`src/rtl/cla_pkg.sv`:
```
// Shared definitions for the carry-lookahead subtract pipeline.
// Latency: n/a (types, constants and a pure helper function).
// Backpressure: n/a.
package cla_pkg;

  // Bits handled by one CLA slice, which is also one pipeline stage.
  localparam int SLICE_W = 4;

  typedef logic [SLICE_W-1:0] slice_t;

  // Two's-complement overflow of a + ~b + cin: the addends share a sign and the
  // result's sign differs from it. With ~b as the second addend this is the
  // "sign(a) != sign(b) and sign(diff) != sign(a)" rule for subtraction.
  function automatic logic sub_ovf(input logic a_msb, input logic nb_msb, input logic d_msb);
    return (a_msb ~^ nb_msb) & (d_msb ^ a_msb);
  endfunction

endpackage

```
`src/rtl/cla_sub_pipe_if.sv`:
```
// Operand/result bundle for cla_sub_pipe, valid/ready on both sides.
// Latency: n/a (wiring only).
// Backpressure: in_ready/out_ready carried here; master drives operands and out_ready,
// slave (the subtractor) drives in_ready and the result fields.
interface cla_sub_pipe_if #(
  parameter int WIDTH = 16
);
  logic             in_valid;
  logic             in_ready;
  logic [WIDTH-1:0] a;
  logic [WIDTH-1:0] b;
  logic             bin;
  logic             out_valid;
  logic             out_ready;
  logic [WIDTH-1:0] diff;
  logic             bout;
  logic             zero;
  logic             ovf;

  modport master (
    output in_valid, a, b, bin, out_ready,
    input  in_ready, out_valid, diff, bout, zero, ovf
  );

  modport slave (
    input  in_valid, a, b, bin, out_ready,
    output in_ready, out_valid, diff, bout, zero, ovf
  );
endinterface

```
`src/rtl/cla4_slice.sv`:
```
// Combinational 4-bit carry-lookahead adder slice: s = a + b + ci.
// Latency: 0 cycles (pure logic).
// Backpressure: none. Ports: a, b, ci in; s, co out; p/g are group propagate/generate.
module cla4_slice
  import cla_pkg::*;
(
  input  slice_t a,
  input  slice_t b,
  input  logic   ci,
  output slice_t s,
  output logic   co,
  output logic   p,
  output logic   g
);

  slice_t           pb;  // per-bit propagate
  slice_t           gb;  // per-bit generate
  logic [SLICE_W:0] c;

  assign pb = a ^ b;
  assign gb = a & b;

  // Every internal carry is flattened to a sum of products on ci, so none of
  // them ripples through a neighbouring bit.
  assign c[0] = ci;
  assign c[1] = gb[0] | (pb[0] & ci);
  assign c[2] = gb[1] | (pb[1] & gb[0]) | (pb[1] & pb[0] & ci);
  assign c[3] = gb[2] | (pb[2] & gb[1]) | (pb[2] & pb[1] & gb[0])
              | (pb[2] & pb[1] & pb[0] & ci);

  assign g = gb[3] | (pb[3] & gb[2]) | (pb[3] & pb[2] & gb[1])
           | (pb[3] & pb[2] & pb[1] & gb[0]);
  assign p = &pb;

  assign c[4] = g | (p & ci);
  assign s    = pb ^ c[3:0];
  assign co   = c[4];

endmodule

```
`src/rtl/cla_sub_pipe.sv`:
```
// Pipelined a - b - bin as a + ~b + ~bin, one 4-bit CLA slice per stage.
// Latency: accept on edge N -> out_valid after edge N+STAGES; one result per cycle.
// Backpressure: global stall, in_ready = !out_valid | out_ready; all stages hold together.
// Ports: clk, rst (async, active high); bus = cla_sub_pipe_if.slave (operands, result, flags).
module cla_sub_pipe
  import cla_pkg::*;
#(
  parameter int WIDTH = 16,
  parameter int SLICE = SLICE_W
) (
  input logic           clk,
  input logic           rst,
  cla_sub_pipe_if.slave bus
);

  localparam int STAGES = WIDTH / SLICE;

  // Full-width operands travel with each entry; stage k only reads and writes
  // its own slice, so the rest passes forward unchanged.
  typedef struct packed {
    logic [WIDTH-1:0] diff;
    logic [WIDTH-1:0] a;
    logic [WIDTH-1:0] nb;
    logic             carry;
    logic             zero;
    logic             valid;
  } stage_t;

  // carry resets high so bout (= ~carry) reads 0 out of reset.
  localparam stage_t STAGE_RST = '{diff: '0, a: '0, nb: '0, carry: 1'b1, zero: 1'b0, valid: 1'b0};

  stage_t in_d, in_q;
  stage_t st_in [STAGES];
  stage_t st_d  [STAGES];
  stage_t st_q  [STAGES];

  slice_t            slc_s  [STAGES];
  logic              slc_co [STAGES];
  logic [STAGES-1:0] pg_unused_p;
  logic [STAGES-1:0] pg_unused_g;

  logic adv;

  assign adv          = !st_q[STAGES-1].valid | bus.out_ready;
  assign bus.in_ready = adv;

  // Operands are captured raw so the input path carries no adder logic; the
  // borrow-in becomes the inverted carry-in of slice 0.
  assign in_d = '{diff: '0, a: bus.a, nb: ~bus.b, carry: ~bus.bin, zero: 1'b1, valid: bus.in_valid};

  always_comb begin
    st_in[0] = in_q;
    for (int k = 1; k < STAGES; k++) begin
      st_in[k] = st_q[k-1];
    end
  end

  for (genvar k = 0; k < STAGES; k++) begin : g_slice
    cla4_slice u_cla (
      .a  (st_in[k].a[k*SLICE +: SLICE]),
      .b  (st_in[k].nb[k*SLICE +: SLICE]),
      .ci (st_in[k].carry),
      .s  (slc_s[k]),
      .co (slc_co[k]),
      .p  (pg_unused_p[k]),
      .g  (pg_unused_g[k])
    );
  end

  always_comb begin
    for (int k = 0; k < STAGES; k++) begin
      st_d[k]                        = st_in[k];
      st_d[k].diff[k*SLICE +: SLICE] = slc_s[k];
      st_d[k].carry                  = slc_co[k];
      st_d[k].zero                   = st_in[k].zero & (slc_s[k] == '0);
    end
  end

  always_ff @(posedge clk or posedge rst) begin
    if (rst) begin
      in_q <= STAGE_RST;
      for (int k = 0; k < STAGES; k++) begin
        st_q[k] <= STAGE_RST;
      end
    end else if (adv) begin
      in_q <= in_d;
      for (int k = 0; k < STAGES; k++) begin
        st_q[k] <= st_d[k];
      end
    end
  end

  assign bus.out_valid = st_q[STAGES-1].valid;
  assign bus.diff      = st_q[STAGES-1].diff;
  assign bus.bout      = ~st_q[STAGES-1].carry;
  assign bus.zero      = st_q[STAGES-1].zero;
  assign bus.ovf       = sub_ovf(st_q[STAGES-1].a[WIDTH-1], st_q[STAGES-1].nb[WIDTH-1],
                                 st_q[STAGES-1].diff[WIDTH-1]);

endmodule

```
`src/flat_wrapper.sv`:
```
// flat-port wrapper written by rule: the top's interface ports become plain ports
module cla_sub_pipe_flat import cla_pkg::*;
#(
  parameter int WIDTH = 16,
  parameter int SLICE = SLICE_W
)
  (clk, rst, bus_in_valid, bus_a, bus_b, bus_bin, bus_out_ready, bus_in_ready, bus_out_valid, bus_diff, bus_bout, bus_zero, bus_ovf);
  cla_sub_pipe_if #(.WIDTH(WIDTH)) bus_i ();
  input logic clk;
  input logic rst;
  input wire logic [$bits(bus_i.in_valid)-1:0] bus_in_valid;
  input wire logic [$bits(bus_i.a)-1:0] bus_a;
  input wire logic [$bits(bus_i.b)-1:0] bus_b;
  input wire logic [$bits(bus_i.bin)-1:0] bus_bin;
  input wire logic [$bits(bus_i.out_ready)-1:0] bus_out_ready;
  output wire logic [$bits(bus_i.in_ready)-1:0] bus_in_ready;
  output wire logic [$bits(bus_i.out_valid)-1:0] bus_out_valid;
  output wire logic [$bits(bus_i.diff)-1:0] bus_diff;
  output wire logic [$bits(bus_i.bout)-1:0] bus_bout;
  output wire logic [$bits(bus_i.zero)-1:0] bus_zero;
  output wire logic [$bits(bus_i.ovf)-1:0] bus_ovf;
  assign bus_i.in_valid = bus_in_valid;
  assign bus_i.a = bus_a;
  assign bus_i.b = bus_b;
  assign bus_i.bin = bus_bin;
  assign bus_i.out_ready = bus_out_ready;
  assign bus_in_ready = bus_i.in_ready;
  assign bus_out_valid = bus_i.out_valid;
  assign bus_diff = bus_i.diff;
  assign bus_bout = bus_i.bout;
  assign bus_zero = bus_i.zero;
  assign bus_ovf = bus_i.ovf;
  cla_sub_pipe #(.WIDTH(WIDTH), .SLICE(SLICE)) u_core (.clk(clk), .rst(rst), .bus(bus_i));
endmodule
```
`config.mk`:
```
export PLATFORM = sky130hd
export DESIGN_NAME = cla_sub_pipe_flat
export DESIGN_NICKNAME = d
export VERILOG_FILES = /design/src/rtl/cla_pkg.sv /design/src/rtl/cla_sub_pipe_if.sv /design/src/rtl/cla4_slice.sv /design/src/rtl/cla_sub_pipe.sv /design/src/flat_wrapper.sv
export SDC_FILE = /design/constraint.sdc
export NUM_CORES = 1
export LEC_CHECK = 0
export ABC_CLOCK_PERIOD_IN_PS = 5760
export CAP_MARGIN = 20
export CORE_MARGIN = 3
export CORE_UTILIZATION = 55
export CTS_CLUSTER_DIAMETER = 50
export DETAILED_ROUTE_END_ITERATION = 12
export DONT_BUFFER_PORTS = 1
export GPL_TIMING_DRIVEN = 0
export PLACE_DENSITY = 0.77
export REMOVE_ABC_BUFFERS = 1
export SLEW_MARGIN = 20
export SYNTH_ARGS = -nofsm -noshare
export SYNTH_HDL_FRONTEND = slang
export SYNTH_HIERARCHICAL = 1
export SYNTH_SLANG_ARGS = --single-unit
```
`constraint.sdc`:
```
create_clock -name clk -period 5.76 [get_ports clk]
set_clock_uncertainty 0.15 [all_clocks]
set_input_delay 0.864 -clock clk [delete_from_list [all_inputs] [get_ports clk]]
set_output_delay 0.864 -clock clk [all_outputs]
set_load 0.02 [all_outputs]
```
==> run_results.csv <==
group,metric,value,unit
status,status,"completed",
route,via_per_inst,5.59,
global_routing,grt_pass1_wl,16600,um
power,switching_power,0.00136,W
critical_path,worstSetupEndpointType,"primary output",
sta,period_minus_slack,3.65,ns
global_routing,grt_usage,17.1,%
cts,path_clk_slew,0.06,ns
cts,cts_tree,"done",
cts,clock_latency,0.52,ns
sta,holdWs,0.0274,ns
power,clkPwrFrac,25.2,%
critical_path,critPathKind,"reg -> out",
cts,cts-hold-fix-buffers,0,
cts,cts_root_buf,"clkbuf_8",
placement,gp_congestion,0.797,
sta,setup_viol_count_final,0,
critical_path,critPathRequiredTime,4.75,ns
synthesis,syn_area,6050,sq um
floorplanning,core_area,10500,sq um
sta,hold_viol,0,
sta,rsz0062_at_grt,"false",
placement,place_hpwl,6140,um
sta,fin_tns_setup,0,ns
sta,worst_pin_slew,0.920,ns
route,totalWireLength,9460,um
sta,relSlewSlack,38.6,%
floorplanning,die_h,111,um
global_routing,grt-ovfl-total,0,
sta,drv_slew,0,
global_routing,grt_pass1_vias,3442,
critical_path,crit_arrival,2.64,ns
power,ir_worst_vdd,0.287,mV
route,wl_per_cell,17.1,um
cells_and_area,utilization,62.8,%
global_routing,antenna_found_initial,0,
floorplanning,dieWidth,111,um
critical_path,critPathMaxFanout,99,
critical_path,r2r_start,"u_core/bus.out_valid",
floorplanning,initial_core_util,57.5,%
power,p_int,0.00288,W
cells_and_area,area_growth,9.06,%
cts,cts_resized,0,
cts,clockBufferDepth,2,
power,swShare,32.1,%
route,drt_drc_violations_left,0,
route,drtIter0Drc,145,
cells_and_area,nets,464,
cts,cts_max_level,4,
power,cellPowerDensity,643,nW/um^2
cells_and_area,diodes,0,
floorplanning,num_rows,37,
power,power,0.00424,W
sta,post-route-period-util,63.4,%
route,dr.pass1.iters,4,
route,dr_total_vias,3104,
critical_path,ff2ff_path_depth,3,
critical_path,r2r_end,"u_core/in_q[19]",
placement,portBuffers,0,
synthesis,synth.avg_cell_area,14.4,sq um
critical_path,critPathLaunchType,"flop",
power,leakagePower,2.86,nW
synthesis,synth_cells,420,
cts,post-cts-setup-buffer-count,0,
cells_and_area,drive_gt1_share,38.4,%
sta,max_clock_freq,274,MHz
route,postRouteAntennaNets,0,
power,comb_power_share,33.6,%
floorplanning,die_area,12300,sq um
worst_hold_path,worstHoldPathType,"in -> async",
synthesis,yosysWarnings,6,
flow_run,maxCapViolCount,0,
floorplanning,ios,58,
global_routing,grt_max_degree,100,
power,power_frac_seq,41.2,%
critical_path,reg2reg_slack,2.91,ns
cts,clock-sinks,137,
cts,numCtsBuffers,17,
==> per-stage QoR <==
step | worst slack [ns] | cell area, sq um | std cells
2_1_floorplan | 1.09 | 5770 | 386
3_3_place_gp | -0.176 | 5940 | 522
3_5_place_dp | 2.57 | 6000 | 524
4_1_cts | 2.02 | 6600 | 555
5_1_grt | 1.89 | 6600 | 555
6_report | 2.11 | 6600 | 555
==> critical path, cell delays in order (launching register included) <==
cell	delay, ns
dfrtp_1	0.94
nor2b_4	0.69
inv_6	0.43
==> registers in the layout, summed over array words and instances, names as in the netlist <==
name                  flops
u_core/bus.out_valid      1
u_core/st_d              75
u_core/in_q              35
u_core/st_q               3
u_core/bus.diff          16
u_core/st_in              6
u_core/bus.zero           1
==> power by group through the flow <==
| stage | Sequential (W) | Combinational, W | Clock, W |
|---|---|---|---|
| after floorplan | 0.00166 | 0.00120 | 0 |
| after global placement | 0.00174 | 0.00135 | 0 |
| after detailed placement | 0.00177 | 0.00144 | 0 |
| after CTS | 0.00175 | 0.00145 | 0.00110 |
| after global routing | 0.00181 | 0.00159 | 0.00114 |
| final | 0.00175 | 0.00142 | 0.00107 |
==> worst max path at each step <==
stage / depth (start not counted) / slack, ns / startpoint / end
4_1_cts: 2 / 2.02 / u_core/bus.out_valid / bus_in_ready
2_1_floorplan: 1 / 1.09 / rst / u_core/bus.diff[0]
6_report: 2 / 2.11 / u_core/bus.out_valid / bus_in_ready
3_5_place_dp: 2 / 2.57 / u_core/bus.out_valid / bus_in_ready
3_3_place_gp: 1 / -0.18 / rst / u_core/in_q[26]
5_1_grt: 2 / 1.89 / u_core/bus.out_valid / bus_in_ready
==> cell usage in the layout (no fill, tap or decap), types with 5 or more instances in the layout <==
| master | count |
|---|---|
| dfrtp_1 | 132 |
| mux2_2 | 110 |
| inv_1 | 25 |
| a21oi_1 | 23 |
| nor3b_1 | 17 |
| clkbuf_16 | 16 |
| ha_1 | 16 |
| a21o_1 | 8 |
| xnor2_1 | 8 |
| clkbuf_8 | 5 |
| dfstp_2 | 5 |
==> final cells by class <==
type / instances / area (sq um)
Multi-Input combinational cell: 222 / 2230
Sequential cell: 137 / 3430
Timing Repair Buffer: 2 / 47.5
Fill cell: 780 / 3910
Clock buffer: 23 / 477
Inverter: 27 / 114
Clock inverter: 8 / 118
Tap cell: 136 / 170
==> per-layer routing <==
layer  share of wire [%]  global-route usage [%]
met2                  51                    28.2
met4                 1.6                    7.88
met3                 4.1                    5.35
met5                   0                       0
met1                  44                    20.4
(Power assumes the default switching activity.)
